`config.mk`:
```
export PLATFORM = sky130hd
export DESIGN_NAME = detect_event_logger_flat
export DESIGN_NICKNAME = d
export VERILOG_FILES = /design/src/rtl/detect_event_logger_if.sv /design/src/rtl/detect_event_logger.sv /design/src/flat_wrapper.sv
export SDC_FILE = /design/constraint.sdc
export NUM_CORES = 1
export LEC_CHECK = 0
export CAP_MARGIN = 20
export CORE_UTILIZATION = 40
export DETAILED_ROUTE_END_ITERATION = 8
export PLACE_DENSITY_LB_ADDON = 0.12
export SYNTH_ARGS = -nofsm -noshare
export SYNTH_HDL_FRONTEND = slang
export SYNTH_SLANG_ARGS = --single-unit
```
`constraint.sdc`:
```
create_clock -name clk_i -period 7.6 [get_ports clk_i]
set_input_delay 2.28 -clock clk_i [delete_from_list [all_inputs] [get_ports clk_i]]
set_output_delay 2.28 -clock clk_i [all_outputs]
set_load 0.02 [all_outputs]
```
`src/rtl/detect_event_logger_if.sv`:
```
// ----------------------------------------------------------------------------
// detect_event_logger_if
//   Bundles the detector/host-facing signals of detect_event_logger.
//   master : drives detect, clr, rd_en; observes the FIFO head and status.
//   slave  : the logger itself.
// Signals:
//   detect    detector output, one bit per serial bit-time
//   clr       synchronous soft clear (FIFO, event count, overflow)
//   rd_en     pop request for the FIFO head
//   rd_data   FIFO head timestamp (first-word-fall-through), 0 when empty
//   rd_valid  FIFO not empty
//   full      FIFO holds DEPTH entries
//   evt_count saturating count of detections (stored or dropped)
//   overflow  sticky, a detection was dropped on a full FIFO
// ----------------------------------------------------------------------------
interface detect_event_logger_if #(
    parameter int TS_W  = 8,
    parameter int CNT_W = 8
);
    logic             detect;
    logic             clr;
    logic             rd_en;
    logic [TS_W-1:0]  rd_data;
    logic             rd_valid;
    logic             full;
    logic [CNT_W-1:0] evt_count;
    logic             overflow;

    modport master (
        output detect, clr, rd_en,
        input  rd_data, rd_valid, full, evt_count, overflow
    );

    modport slave (
        input  detect, clr, rd_en,
        output rd_data, rd_valid, full, evt_count, overflow
    );
endinterface

```
`src/rtl/detect_event_logger.sv`:
```
// ----------------------------------------------------------------------------
// detect_event_logger
//   Timestamps each detection of a serial sequence detector against a
//   free-running bit-time counter and queues the timestamps in a small
//   first-word-fall-through FIFO. Also keeps a saturating event count and a
//   sticky overflow flag.
// Ports:
//   clk_i  rising-edge clock, one serial bit per cycle
//   rst_i  synchronous active-high reset, clears all state
//   bus    detect_event_logger_if.slave (detect/clr/rd_en in, FIFO status out)
// Parameters:
//   TS_W   timestamp / FIFO data width
//   DEPTH  FIFO entries, power of two, >= 2
//   CNT_W  event counter width
// Build option:
//   DETECT_EDGE_EN  when defined, only the rising edge of detect is an event,
//                   so a run of detect=1 cycles logs one timestamp.
// ----------------------------------------------------------------------------
module detect_event_logger #(
    parameter int TS_W  = 8,
    parameter int DEPTH = 4,
    parameter int CNT_W = 8
) (
    input  logic                    clk_i,
    input  logic                    rst_i,
    detect_event_logger_if.slave    bus
);
    localparam int AW    = $clog2(DEPTH);
    localparam int OCC_W = $clog2(DEPTH + 1);
    localparam logic [OCC_W-1:0] OCC_FULL = OCC_W'(DEPTH);

    logic [TS_W-1:0]  ts_q, ts_d;
    logic [TS_W-1:0]  mem_q [DEPTH];
    logic [AW-1:0]    wr_ptr_q, wr_ptr_d;
    logic [AW-1:0]    rd_ptr_q, rd_ptr_d;
    logic [OCC_W-1:0] occ_q, occ_d;
    logic [CNT_W-1:0] evt_q, evt_d;
    logic             ovf_q, ovf_d;

    logic ev;
    logic do_push;
    logic do_pop;
    logic is_full;
    logic is_empty;

`ifdef DETECT_EDGE_EN
    logic detect_q, detect_d;
    assign ev       = bus.detect & ~detect_q;
    assign detect_d = bus.clr ? 1'b0 : bus.detect;
`else
    assign ev = bus.detect;
`endif

    assign is_full  = (occ_q == OCC_FULL);
    assign is_empty = (occ_q == '0);

    always_comb begin
        ts_d     = ts_q + 1'b1;
        wr_ptr_d = wr_ptr_q;
        rd_ptr_d = rd_ptr_q;
        occ_d    = occ_q;
        evt_d    = evt_q;
        ovf_d    = ovf_q;
        do_pop   = 1'b0;
        do_push  = 1'b0;

        if (bus.clr) begin
            // Soft clear empties the FIFO and swallows a same-edge event;
            // the timestamp keeps running so later stamps stay bit-accurate.
            wr_ptr_d = '0;
            rd_ptr_d = '0;
            occ_d    = '0;
            evt_d    = '0;
            ovf_d    = 1'b0;
        end else begin
            do_pop  = bus.rd_en & ~is_empty;
            // A pop on a full FIFO frees the slot the write needs this edge.
            do_push = ev & (~is_full | do_pop);

            if (do_pop)  rd_ptr_d = rd_ptr_q + 1'b1;
            if (do_push) wr_ptr_d = wr_ptr_q + 1'b1;

            if (do_push && !do_pop)      occ_d = occ_q + 1'b1;
            else if (do_pop && !do_push) occ_d = occ_q - 1'b1;

            if (ev && !do_push) ovf_d = 1'b1;
            if (ev && evt_q != '1) evt_d = evt_q + 1'b1;
        end
    end

    always_ff @(posedge clk_i) begin
        if (rst_i) begin
            ts_q     <= '0;
            wr_ptr_q <= '0;
            rd_ptr_q <= '0;
            occ_q    <= '0;
            evt_q    <= '0;
            ovf_q    <= 1'b0;
            for (int i = 0; i < DEPTH; i++) mem_q[i] <= '0;
        end else begin
            ts_q     <= ts_d;
            wr_ptr_q <= wr_ptr_d;
            rd_ptr_q <= rd_ptr_d;
            occ_q    <= occ_d;
            evt_q    <= evt_d;
            ovf_q    <= ovf_d;
            // Stored stamp is the pre-increment ts: index of the completing bit.
            if (do_push) mem_q[wr_ptr_q] <= ts_q;
        end
    end

`ifdef DETECT_EDGE_EN
    always_ff @(posedge clk_i) begin
        if (rst_i) detect_q <= 1'b0;
        else       detect_q <= detect_d;
    end
`endif

    // All outputs come from registers; stale head data is masked when empty.
    assign bus.rd_data   = is_empty ? '0 : mem_q[rd_ptr_q];
    assign bus.rd_valid  = ~is_empty;
    assign bus.full      = is_full;
    assign bus.evt_count = evt_q;
    assign bus.overflow  = ovf_q;

endmodule

```
`src/flat_wrapper.sv`:
```
// flat-port wrapper written by rule: the top's interface ports become plain ports
module detect_event_logger_flat 
#(
    parameter int TS_W  = 8,
    parameter int DEPTH = 4,
    parameter int CNT_W = 8
)
  (clk_i, rst_i, bus_detect, bus_clr, bus_rd_en, bus_rd_data, bus_rd_valid, bus_full, bus_evt_count, bus_overflow);
  detect_event_logger_if #(.TS_W(TS_W), .CNT_W(CNT_W)) bus_i ();
  input  logic clk_i;
  input  logic rst_i;
  input wire logic [$bits(bus_i.detect)-1:0] bus_detect;
  input wire logic [$bits(bus_i.clr)-1:0] bus_clr;
  input wire logic [$bits(bus_i.rd_en)-1:0] bus_rd_en;
  output wire logic [$bits(bus_i.rd_data)-1:0] bus_rd_data;
  output wire logic [$bits(bus_i.rd_valid)-1:0] bus_rd_valid;
  output wire logic [$bits(bus_i.full)-1:0] bus_full;
  output wire logic [$bits(bus_i.evt_count)-1:0] bus_evt_count;
  output wire logic [$bits(bus_i.overflow)-1:0] bus_overflow;
  assign bus_i.detect = bus_detect;
  assign bus_i.clr = bus_clr;
  assign bus_i.rd_en = bus_rd_en;
  assign bus_rd_data = bus_i.rd_data;
  assign bus_rd_valid = bus_i.rd_valid;
  assign bus_full = bus_i.full;
  assign bus_evt_count = bus_i.evt_count;
  assign bus_overflow = bus_i.overflow;
  detect_event_logger #(.TS_W(TS_W), .DEPTH(DEPTH), .CNT_W(CNT_W)) u_core (.clk_i(clk_i), .rst_i(rst_i), .bus(bus_i));
endmodule
```
Word level (Yosys, flattened, before mapping)
Memories as Yosys holds them, arrays and structs flattened. A register that Yosys moved wholly into a read port is not among the register bits.
Cells that the tools add are included.

cells by class
  add/subtract/negate cells = 6
  equal/unequal tests = 2
  muxes and demuxes = 14
  bitwise logic cells = 5
  reductions and logical operators = 10

operators by type and width
  kind                                                                 number
  8-bit by 1-bit adder with 8-bit output (second input constant)       2
  8-bit two-way mux                                                    2
  8-bit != test (second input constant)                                1
  8-bit OR reduction                                                   1
  1-bit two-way mux                                                    7
  2-bit two-way mux                                                    3
  3-bit two-way mux                                                    2
  2-bit by 1-bit adder with 2-bit output (second input constant)       2
  1-bit logical AND                                                    4
  3-bit by 1-bit adder with 3-bit output (second input constant)       1
  3-bit == test (second input constant)                                1
  3-bit logical NOT                                                    1
  3-bit by 1-bit subtractor with 3-bit output (second input constant)  1
  1-bit bitwise AND                                                    2
  1-bit logical NOT                                                    2
  1-bit NOT                                                            2
  2-bit nonzero test                                                   1
  2-bit OR reduction                                                   1
  1-bit OR                                                             1

word-level totals
  register bits = 24
  bits in writable memories = 32
  input port bits = 5
  logic and storage cells = 44
  memories kept = 1

memories
  memory        depth  width  rd ports  clocked after memory_dff  wr ports  RTL line                   RTL
  u_core.mem_q  4      8      1         1                         4         detect_event_logger.sv:33  logic [TS_W-1:0] mem_q [DEPTH];

Longest topological paths before layout
Gate-level depths: netlist (run 1).

  word-level depth = 11
  depth in mapped cells = 9
  depth with buffers taken out = 8

Least setup slack after synthesis (run 1)
No wires, ideal clock.

  kind = input to register
  from = in bus_detect
  to = reg u_core.occ_q[2]
  library setup time = 0.071 ns
  data arrival time = 4.005 ns
  data required time = 7.529 ns
  slack = 3.524 ns
  stages = 9
  path through = clkbuf_1 inv_1 nor2_1 ha_1 inv_1 fa_1 xor2_1 or3_1 a21oi_1

on the way
  cells in the longest elaborated chain, start to end = 4
  elaborated cells between the ends (all ways) = 6
  those cells by class = mux (1); bitwise (1); reduce/logical (4)

ends and longest elaborated chain
  element                       RTL line                    RTL
  start, declared               flat_wrapper.sv:12          input wire logic [$bits(bus_i.detect)-1:0] bus_detect;
  1-bit bitwise AND (*)         detect_event_logger.sv:78   do_push = ev & (~is_full | do_pop);
  1-bit logical NOT             detect_event_logger.sv:84   else if (do_pop && !do_push) occ_d = occ_q - 1'b1;
  1-bit logical AND             detect_event_logger.sv:84
  2-bit nonzero test (no line)  --
  end signal, assigned          detect_event_logger.sv:96   occ_q <= '0;
  end signal, assigned          detect_event_logger.sv:104  occ_q <= occ_d;
  end, declared                 detect_event_logger.sv:36   logic [OCC_W-1:0] occ_q, occ_d;

Every way passes the cells marked *; elsewhere a longest branch is shown, timed or not.
A chain may end at the register's enable or synchronous reset.

==> metrics.txt, run 1 <==
# TYPE chip_impl_metric gauge
chip_impl_metric{name="ctsHtreeMaxLevel",unit=""} 3
chip_impl_metric{name="fmax",unit="GHz"} 0.218
chip_impl_metric{name="worstPathArrival",unit="ps"} 2300
chip_impl_metric{name="max_cap_viols",unit=""} 0
chip_impl_metric{name="coreArea",unit="sq um"} 6350
chip_impl_metric{name="clock_insertion_delay_worst_skew",unit="ps"} 340
chip_impl_info{name="hold_path_startpoint",value="u_core.bus.overflow"} 1
chip_impl_info{name="cts_tree",value="built"} 1
chip_impl_metric{name="setup_total_negative_slack",unit="ps"} 0
chip_impl_metric{name="dpl.cell_count",unit=""} 310
chip_impl_metric{name="synth_seq_cells",unit=""} 58
chip_impl_metric{name="chipHeight",unit="um"} 83.2
chip_impl_metric{name="first_iter_violations",unit=""} 81
chip_impl_metric{name="regArea",unit="sq um"} 1480
chip_impl_metric{name="post_cts_resize_count",unit=""} 0
chip_impl_metric{name="grt.total_usage",unit=""} 0.156
chip_impl_metric{name="insertedDiodeCount",unit=""} 0
chip_impl_metric{name="buffer_ports.inserted",unit=""} 23
chip_impl_metric{name="total_area_of_multi_input_combinational_cells",unit="sq um"} 1090
chip_impl_metric{name="cell_area_after_layout",unit="sq um"} 3140
chip_impl_info{name="crit-reg2reg-launch",value="u_core.occ_q[0]"} 1
chip_impl_metric{name="syn-cell-area",unit="sq um"} 2640
chip_impl_metric{name="cts_max_path_buffers",unit=""} 2
chip_impl_metric{name="remaining_drc_errors",unit=""} 0
chip_impl_metric{name="synth_seq_area_share",unit=""} 0.561
chip_impl_metric{name="layout_setup_ws",unit="ps"} 3020
chip_impl_info{name="clock_tree.root_cell",value="clkbuf_8"} 1
chip_impl_metric{name="largest_net_degree_at_the_start_of_global_routing",unit=""} 19
chip_impl_metric{name="drive_above_1_share",unit=""} 0.124
chip_impl_metric{name="synth.yosys.warnings",unit=""} 0
chip_impl_metric{name="worst_case_clock_skew",unit="ps"} 9.75
chip_impl_info{name="critical_path.startpoint_type",value="flop"} 1
chip_impl_info{name="setup.worst_path.end_class",value="primary output"} 1
chip_impl_metric{name="placement.setup.worst_slack",unit="ps"} 2860
chip_impl_info{name="outcome",value="finished clean"} 1
chip_impl_metric{name="numClockSinks",unit=""} 58
chip_impl_metric{name="drt-total-wl",unit="mm"} 5.06
chip_impl_metric{name="initial_utilization",unit=""} 0.416
chip_impl_metric{name="placed_cell_area",unit="sq um"} 2920
chip_impl_metric{name="hpwl",unit="mm"} 3.40
chip_impl_metric{name="gr-total-overflow",unit=""} 0
chip_impl_metric{name="place_congestion",unit=""} 0.726
chip_impl_metric{name="cp.required",unit="ps"} 5320
chip_impl_info{name="r2r-end",value="u_core.occ_q[2]"} 1
chip_impl_metric{name="ys_async_sr_fraction",unit=""} 0
chip_impl_info{name="grt_setup_unrepaired",value="false"} 1
chip_impl_metric{name="final_cells",unit=""} 327
chip_impl_metric{name="final_util",unit=""} 0.494
chip_impl_metric{name="cp_max_fo",unit=""} 8
chip_impl_metric{name="finalSetupViolations",unit=""} 0
chip_impl_metric{name="route.vias.total",unit=""} 1718
chip_impl_metric{name="area_delta_synth_final",unit="%"} 18.9
chip_impl_info{name="leading_register_cell_type_out_of_synthesis",value="edfxtp_1"} 1
chip_impl_metric{name="synth_area_per_cell",unit="sq um"} 11.9
chip_impl_metric{name="design_power_total",unit="mW"} 0.706
chip_impl_metric{name="fin_hold_ws",unit="ps"} 473
chip_impl_metric{name="actual_transition_at_the_worst_max_transition_pin",unit="ps"} 788
chip_impl_metric{name="worstRegToRegCells",unit=""} 8
chip_impl_metric{name="hold_viol_final",unit=""} 0
chip_impl_info{name="worstSetupPathType",value="flop to primary output"} 1
chip_impl_metric{name="netlist-cell-type-count",unit=""} 42
chip_impl_metric{name="fillerInstances",unit=""} 581
chip_impl_metric{name="num-nets-final",unit=""} 254
chip_impl_metric{name="final_min_period_over_clock_period",unit=""} 0.602
chip_impl_metric{name="grt_pass1_wl",unit="mm"} 8.24
chip_impl_metric{name="cts_made_buffers",unit=""} 9
chip_impl_metric{name="final_critical_delay_including_setup_and_external_delays",unit="ps"} 4580
chip_impl_metric{name="number_of_nets_produced_by_synthesis",unit=""} 230
chip_impl_metric{name="regToRegSetupSlack",unit="ps"} 5270
chip_impl_metric{name="first_global_vias",unit=""} 1663
chip_impl_metric{name="pin_count",unit=""} 24
chip_impl_metric{name="viasPerCell",unit=""} 5.25
chip_impl_metric{name="routed_wire_length_per_instance",unit="um"} 15.5
chip_impl_metric{name="total_leakage_power",unit="nW"} 1.17
chip_impl_metric{name="drt_pre_antenna_iters",unit=""} 4
chip_impl_metric{name="path_clk_slew",unit="ps"} 70
chip_impl_metric{name="die-area",unit="sq um"} 6930
chip_impl_metric{name="post_synth_edffs",unit=""} 32
chip_impl_metric{name="ctsHoldBuffers",unit=""} 0
chip_impl_metric{name="hold_path_depth",unit=""} 2
chip_impl_metric{name="number_of_pins_exceeding_their_max_slew_limit_in_the_final_report",unit=""} 0
chip_impl_metric{name="route.antenna.remaining_nets",unit=""} 0
chip_impl_metric{name="irDropWorstVdd",unit="mV"} 0.102
chip_impl_metric{name="die-width",unit="um"} 83.2
chip_impl_metric{name="slew_headroom",unit=""} 0.471
chip_impl_metric{name="synthCells",unit=""} 221
chip_impl_info{name="min-delay-path-class",value="flop to flop"} 1
chip_impl_metric{name="antenna_found_initial",unit=""} 0
chip_impl_metric{name="cts_setup_buffers",unit=""} 0
chip_impl_info{name="end_point_of_the_most_critical_hold_path",value="u_core.bus.overflow"} 1
chip_impl_metric{name="pwr_density_cell",unit="nW/um^2"} 225
chip_impl_metric{name="std_cell_rows",unit=""} 29
-- worst max-delay path, stage by stage (launching register included) --
cell and delay (ps):
dfxtp_1 690, mux4_2 580, nor2b_1 140, clkdlybuf4s50_1 550
-- cell type report --
cell class              count  area share
flip-flops and latches     58       0.472
well taps                  77      0.0307
repair buffers             24      0.0758
multi-input cells         147       0.349
clock buffers              13      0.0610
clock inverters             3     0.00558
inverters                   5     0.00598
-- cell usage after synthesis (all sizes together) (3+ instances only) --
master | instances | area share
and2 | 15 | 0.036
nor2b | 11 | 0.026
dfxtp | 26 | 0.20
ha | 3 | 0.014
or3 | 4 | 0.0095
mux2i | 3 | 0.011
nor2 | 15 | 0.021
or4 | 3 | 0.0085
and4 | 3 | 0.010
a21oi | 10 | 0.019
edfxtp | 32 | 0.36
inv | 5 | 0.0071
clkbuf | 7 | 0.010
nand3 | 6 | 0.011
buf | 4 | 0.0071
and3 | 16 | 0.038
mux4 | 8 | 0.068
nand2 | 8 | 0.011
o21ai | 5 | 0.0095
nor3 | 6 | 0.015
xor2 | 6 | 0.020
-- cell usage in the layout (no fill, tap or decap), types with 2 or more instances in the layout --
cell type and instances:
edfxtp_1 32, dfxtp_1 26, clkdlybuf4s50_1 23, and3_1 16
nor2_1 15, and2_1 15, nor2b_1 11, a21oi_1 10
clkbuf_8 10, mux4_2 8, nand2_1 8, nand3_1 6
xor2_1 6, inv_1 5, o21ai_0 5, nor3_1 4
or3_1 4, and4_1 3, mux2i_1 3, or4_1 3
ha_1 3, nor3_2 2, a21o_1 2, a31o_2 2
a31oi_1 2, a41oi_1 2, o31ai_1 2, a211oi_1 2
clkinv_2 2, clkbuf_16 2
-- state kept, by name, indices dropped and copies added (netlist names), named ones only --
| signal | count |
|---|---|
| u_core.occ_q | 3 |
| u_core.wr_ptr_q | 2 |
| u_core.bus.overflow | 1 |
| u_core.bus.evt_count | 8 |
| u_core.rd_ptr_q | 2 |
| u_core.mem_q | 32 |
| u_core.ts_q | 8 |
-- how the worst max path moves through the flow --
| stage | startpoint | end |
|---|---|---|
| final | flop | bus_rd_data[6] |
| after detailed placement | bus_detect | u_core.occ_q[2] |
| after global routing | flop | bus_rd_data[6] |
| after global placement | bus_detect | u_core.occ_q[2] |
| after floorplan | bus_detect | u_core.occ_q[2] |
| after CTS | u_core.occ_q[0] | bus_rd_data[5] |
-- logic make-up (layout without fill, tap and decap cells) --
family          count (synthesis)  after routing  share of synthesized area
compound gates                 29             29                     0.0697
flops                          58             58                      0.561
xor+xnor                        7              7                     0.0232
fa+ha+maj                       4              4                     0.0218
buf+inv                        16             45                     0.0242
mux                            11             11                     0.0797
simple gates                   96             96                      0.220
-- metal layers --
layer  up-vias  share of wire  track usage
li1        874              -            -
met1       806           0.49        0.210
met2        32           0.46        0.231
met3         6          0.041       0.0487
met4         0          0.012       0.0674
met5         -              0            0
-- report_power, final --
| group | internal, mW | switching (mW) |
|---|---|---|
| Combinational | 0.0314 | 0.0359 |
| Clock | 0.166 | 0.120 |
| Sequential | 0.342 | 0.0112 |
Power figures use the tool's default switching activity.
==> inputs of run 2 (changes only) <==
==> constraint.sdc (replaced) <==
create_clock -name clk_i -period 3.8 [get_ports clk_i]
set_input_delay 1.14 -clock clk_i [delete_from_list [all_inputs] [get_ports clk_i]]
set_output_delay 1.14 -clock clk_i [all_outputs]
set_load 0.02 [all_outputs]
==> run 2 against run 1 <==
  * First-iteration DRC count increased by 48%
  * Sequential power increased by 100%
  * Largest power group unchanged
  * Die area unchanged
  * Critical path type unchanged
  * Critical endpoint is now bus_rd_data[2]
==> metrics.txt, run 2 (synthesis results as in run 1) <==
# TYPE chip_impl_metric gauge
chip_impl_metric{name="regToRegSetupSlack",unit="ps"} 1630
chip_impl_metric{name="internal-power",unit="mW"} 1.11
chip_impl_metric{name="hold_viol_final",unit=""} 0
chip_impl_metric{name="setup_total_negative_slack",unit="ps"} 0
chip_impl_metric{name="path_clk_slew",unit="ps"} 60
chip_impl_metric{name="chipHeight",unit="um"} 83.2
chip_impl_metric{name="area_delta_synth_final",unit="%"} 20.2
chip_impl_metric{name="total_leakage_power",unit="nW"} 1.19
chip_impl_metric{name="worstPathArrival",unit="ps"} 2260
chip_impl_metric{name="design_power_total",unit="mW"} 1.43
chip_impl_info{name="layout_commonest_cell",value="edfxtp_1"} 1
chip_impl_metric{name="net-switching-power",unit="mW"} 0.328
chip_impl_metric{name="sum_of_routed_wire_segments_on_met1",unit="mm"} 2.58
chip_impl_metric{name="drive_above_1_share",unit=""} 0.137
chip_impl_metric{name="detailroute.wirelength.met2",unit="mm"} 2.31
chip_impl_metric{name="largest_net_degree_at_the_start_of_global_routing",unit=""} 19
chip_impl_metric{name="insertedDiodeCount",unit=""} 0
chip_impl_metric{name="hold_path_depth",unit=""} 2
chip_impl_metric{name="grt_pass1_wl",unit="mm"} 8.51
chip_impl_metric{name="dpl.cell_count",unit=""} 315
chip_impl_metric{name="grt.total_usage",unit=""} 0.162
chip_impl_metric{name="cts_max_path_buffers",unit=""} 2
chip_impl_metric{name="worst_case_clock_skew",unit="ps"} 7.35
chip_impl_metric{name="largest_register_ff_count",unit=""} 32
chip_impl_info{name="most_frequent_cells_in_the_layout",value="edfxtp_1 (32), dfxtp_1 (26), clkdlybuf4s50_1 (23)"} 1
chip_impl_metric{name="die-area",unit="sq um"} 6930
chip_impl_metric{name="coreArea",unit="sq um"} 6350
chip_impl_metric{name="num-nets-final",unit=""} 259
chip_impl_metric{name="drt_pre_antenna_iters",unit=""} 4
chip_impl_info{name="crit-reg2reg-launch",value="u_core.occ_q[0]"} 1
chip_impl_metric{name="pwr-share-clk",unit=""} 0.411
chip_impl_metric{name="slew_headroom",unit=""} 0.558
chip_impl_metric{name="cts_setup_buffers",unit=""} 0
chip_impl_metric{name="first_iter_violations",unit=""} 120
chip_impl_metric{name="fin_hold_ws",unit="ps"} 467
chip_impl_info{name="min-delay-path-class",value="flop to flop"} 1
chip_impl_metric{name="irDropWorstVdd",unit="mV"} 0.178
chip_impl_metric{name="ctsHtreeMaxLevel",unit=""} 3
chip_impl_info{name="cp_slowest_cell",value="dfxtp_1"} 1
chip_impl_info{name="outcome",value="finished clean"} 1
chip_impl_info{name="setup.worst_path.end_class",value="primary output"} 1
chip_impl_metric{name="route.antenna.remaining_nets",unit=""} 0
chip_impl_metric{name="cts_made_buffers",unit=""} 9
chip_impl_metric{name="first_global_vias",unit=""} 1666
chip_impl_metric{name="numClockSinks",unit=""} 58
chip_impl_metric{name="p_seq_frac",unit=""} 0.492
chip_impl_info{name="highest-signal-layer",value="met4"} 1
chip_impl_metric{name="max_cap_viols",unit=""} 0
chip_impl_metric{name="post_cts_resize_count",unit=""} 0
chip_impl_info{name="critical_path.startpoint_type",value="flop"} 1
chip_impl_metric{name="combPwrFrac",unit=""} 0.097
chip_impl_metric{name="route.vias.total",unit=""} 1747
chip_impl_metric{name="routed_wire_length_per_instance",unit="um"} 15.5
chip_impl_metric{name="critical_path.n_buffers_inverters",unit=""} 1
chip_impl_info{name="max_flop_register",value="u_core.mem_q"} 1
chip_impl_metric{name="buffer_ports.inserted",unit=""} 23
chip_impl_info{name="cts_tree",value="built"} 1
chip_impl_metric{name="cp.required",unit="ps"} 2660
chip_impl_metric{name="pin_count",unit=""} 24
chip_impl_metric{name="hpwl",unit="mm"} 3.41
chip_impl_info{name="cp_top_family",value="flip-flops"} 1
chip_impl_info{name="clock_tree.root_cell",value="clkbuf_8"} 1
chip_impl_info{name="crit_chain",value="mux4_2 > nor2b_1 > clkdlybuf4s50_1"} 1
chip_impl_info{name="worstSetupPathType",value="flop to primary output"} 1
chip_impl_metric{name="clock_insertion_delay_worst_skew",unit="ps"} 330
chip_impl_metric{name="final_cells",unit=""} 332
chip_impl_metric{name="worstRegToRegCells",unit=""} 7
chip_impl_metric{name="die-width",unit="um"} 83.2
chip_impl_metric{name="actual_transition_at_the_worst_max_transition_pin",unit="ps"} 662
chip_impl_metric{name="dr_wl_met3",unit="um"} 169
chip_impl_info{name="r2r-end",value="u_core.occ_q[2]"} 1
chip_impl_info{name="hold_path_startpoint",value="u_core.bus.overflow"} 1
chip_impl_metric{name="pwr_density_cell",unit="nW/um^2"} 452
chip_impl_metric{name="gr-total-overflow",unit=""} 0
chip_impl_metric{name="viasPerCell",unit=""} 5.26
chip_impl_info{name="grt_setup_unrepaired",value="false"} 1
chip_impl_metric{name="cp_max_fo",unit=""} 8
chip_impl_metric{name="ctsHoldBuffers",unit=""} 0
chip_impl_info{name="end_point_of_the_most_critical_hold_path",value="u_core.bus.overflow"} 1
chip_impl_metric{name="final_critical_delay_including_setup_and_external_delays",unit="ps"} 3400
chip_impl_metric{name="final_util",unit=""} 0.500
chip_impl_metric{name="number_of_pins_exceeding_their_max_slew_limit_in_the_final_report",unit=""} 0
chip_impl_metric{name="finalSetupViolations",unit=""} 0
chip_impl_metric{name="place_congestion",unit=""} 0.739
chip_impl_metric{name="fmax",unit="GHz"} 0.294
chip_impl_metric{name="remaining_drc_errors",unit=""} 0
chip_impl_metric{name="antenna_found_initial",unit=""} 0
chip_impl_metric{name="initial_utilization",unit=""} 0.416
chip_impl_metric{name="std_cell_rows",unit=""} 29
chip_impl_metric{name="final_min_period_over_clock_period",unit=""} 0.896
chip_impl_metric{name="drt-total-wl",unit="mm"} 5.14
chip_impl_metric{name="max_stage_delay",unit="ps"} 680
chip_impl_metric{name="p_sw_frac",unit=""} 0.229
==> run 2: cell count changes in the layout (fill, tap and decap cells not counted) <==
cell / before / now
clkbuf_1: 1 / 2
clkinvlp_4: 1 / 0
bufinv_16: 0 / 1
clkinv_2: 2 / 1
clkbuf_16: 2 / 0
buf_4: 0 / 5
clkbuf_8: 10 / 12
==> run 2: worst max-delay path by stage <==
stage                 endpoint            start  cells after the start
4_1_cts         bus_rd_data[2]  u_core.occ_q[0]                      3
6_report        bus_rd_data[2]             flop                      3
2_1_floorplan  u_core.occ_q[2]       bus_detect                      9
3_5_place_dp   u_core.occ_q[2]        bus_rd_en                      9
5_1_grt         bus_rd_data[6]             flop                      3
3_3_place_gp   u_core.occ_q[2]        bus_rd_en                      9
==> run 2: area by class of cell <==
cell class | instances | area, sq um
clock buffers | 14 | 173
clock inverters | 2 | 35.0
fillers | 553 | 3180
inverters | 5 | 18.8
multi-input cells | 147 | 1090
flip-flops and latches | 58 | 1480
well taps | 77 | 96.3
repair buffers | 29 | 275
==> run 2: metal layers <==
metal  track usage  vias to the layer above
li1              -                      883
met5             0                        -
met1         0.217                      820
met4        0.0893                        0
met2         0.241                       37
met3        0.0388                        7
==> run 2: power by group through the flow <==
stage	logic, mW	registers (mW)	clock network (mW)
final	0.139	0.706	0.589
after global routing	0.153	0.710	0.634
after CTS	0.138	0.706	0.601
after detailed placement	0.138	0.720	0
after global placement	0.137	0.719	0
after floorplan	0.0940	0.709	0
==> run 2: per-stage QoR <==
step                      setup slack, ps  instance area [sq um]
after floorplan                       864                   2640
final                                 396                   3170
after global routing                  231                   3170
after global placement                543                   2960
after CTS                             210                   3170
after detailed placement              492                   2960
==> run 2: worst register-to-register path: stages, from the launching register on <==
cell	delay [ps]
dfxtp_1	400
o31ai_1	440
ha_1	250
inv_1	60
fa_1	370
xor2_1	150
or3_1	300
a21oi_1	130
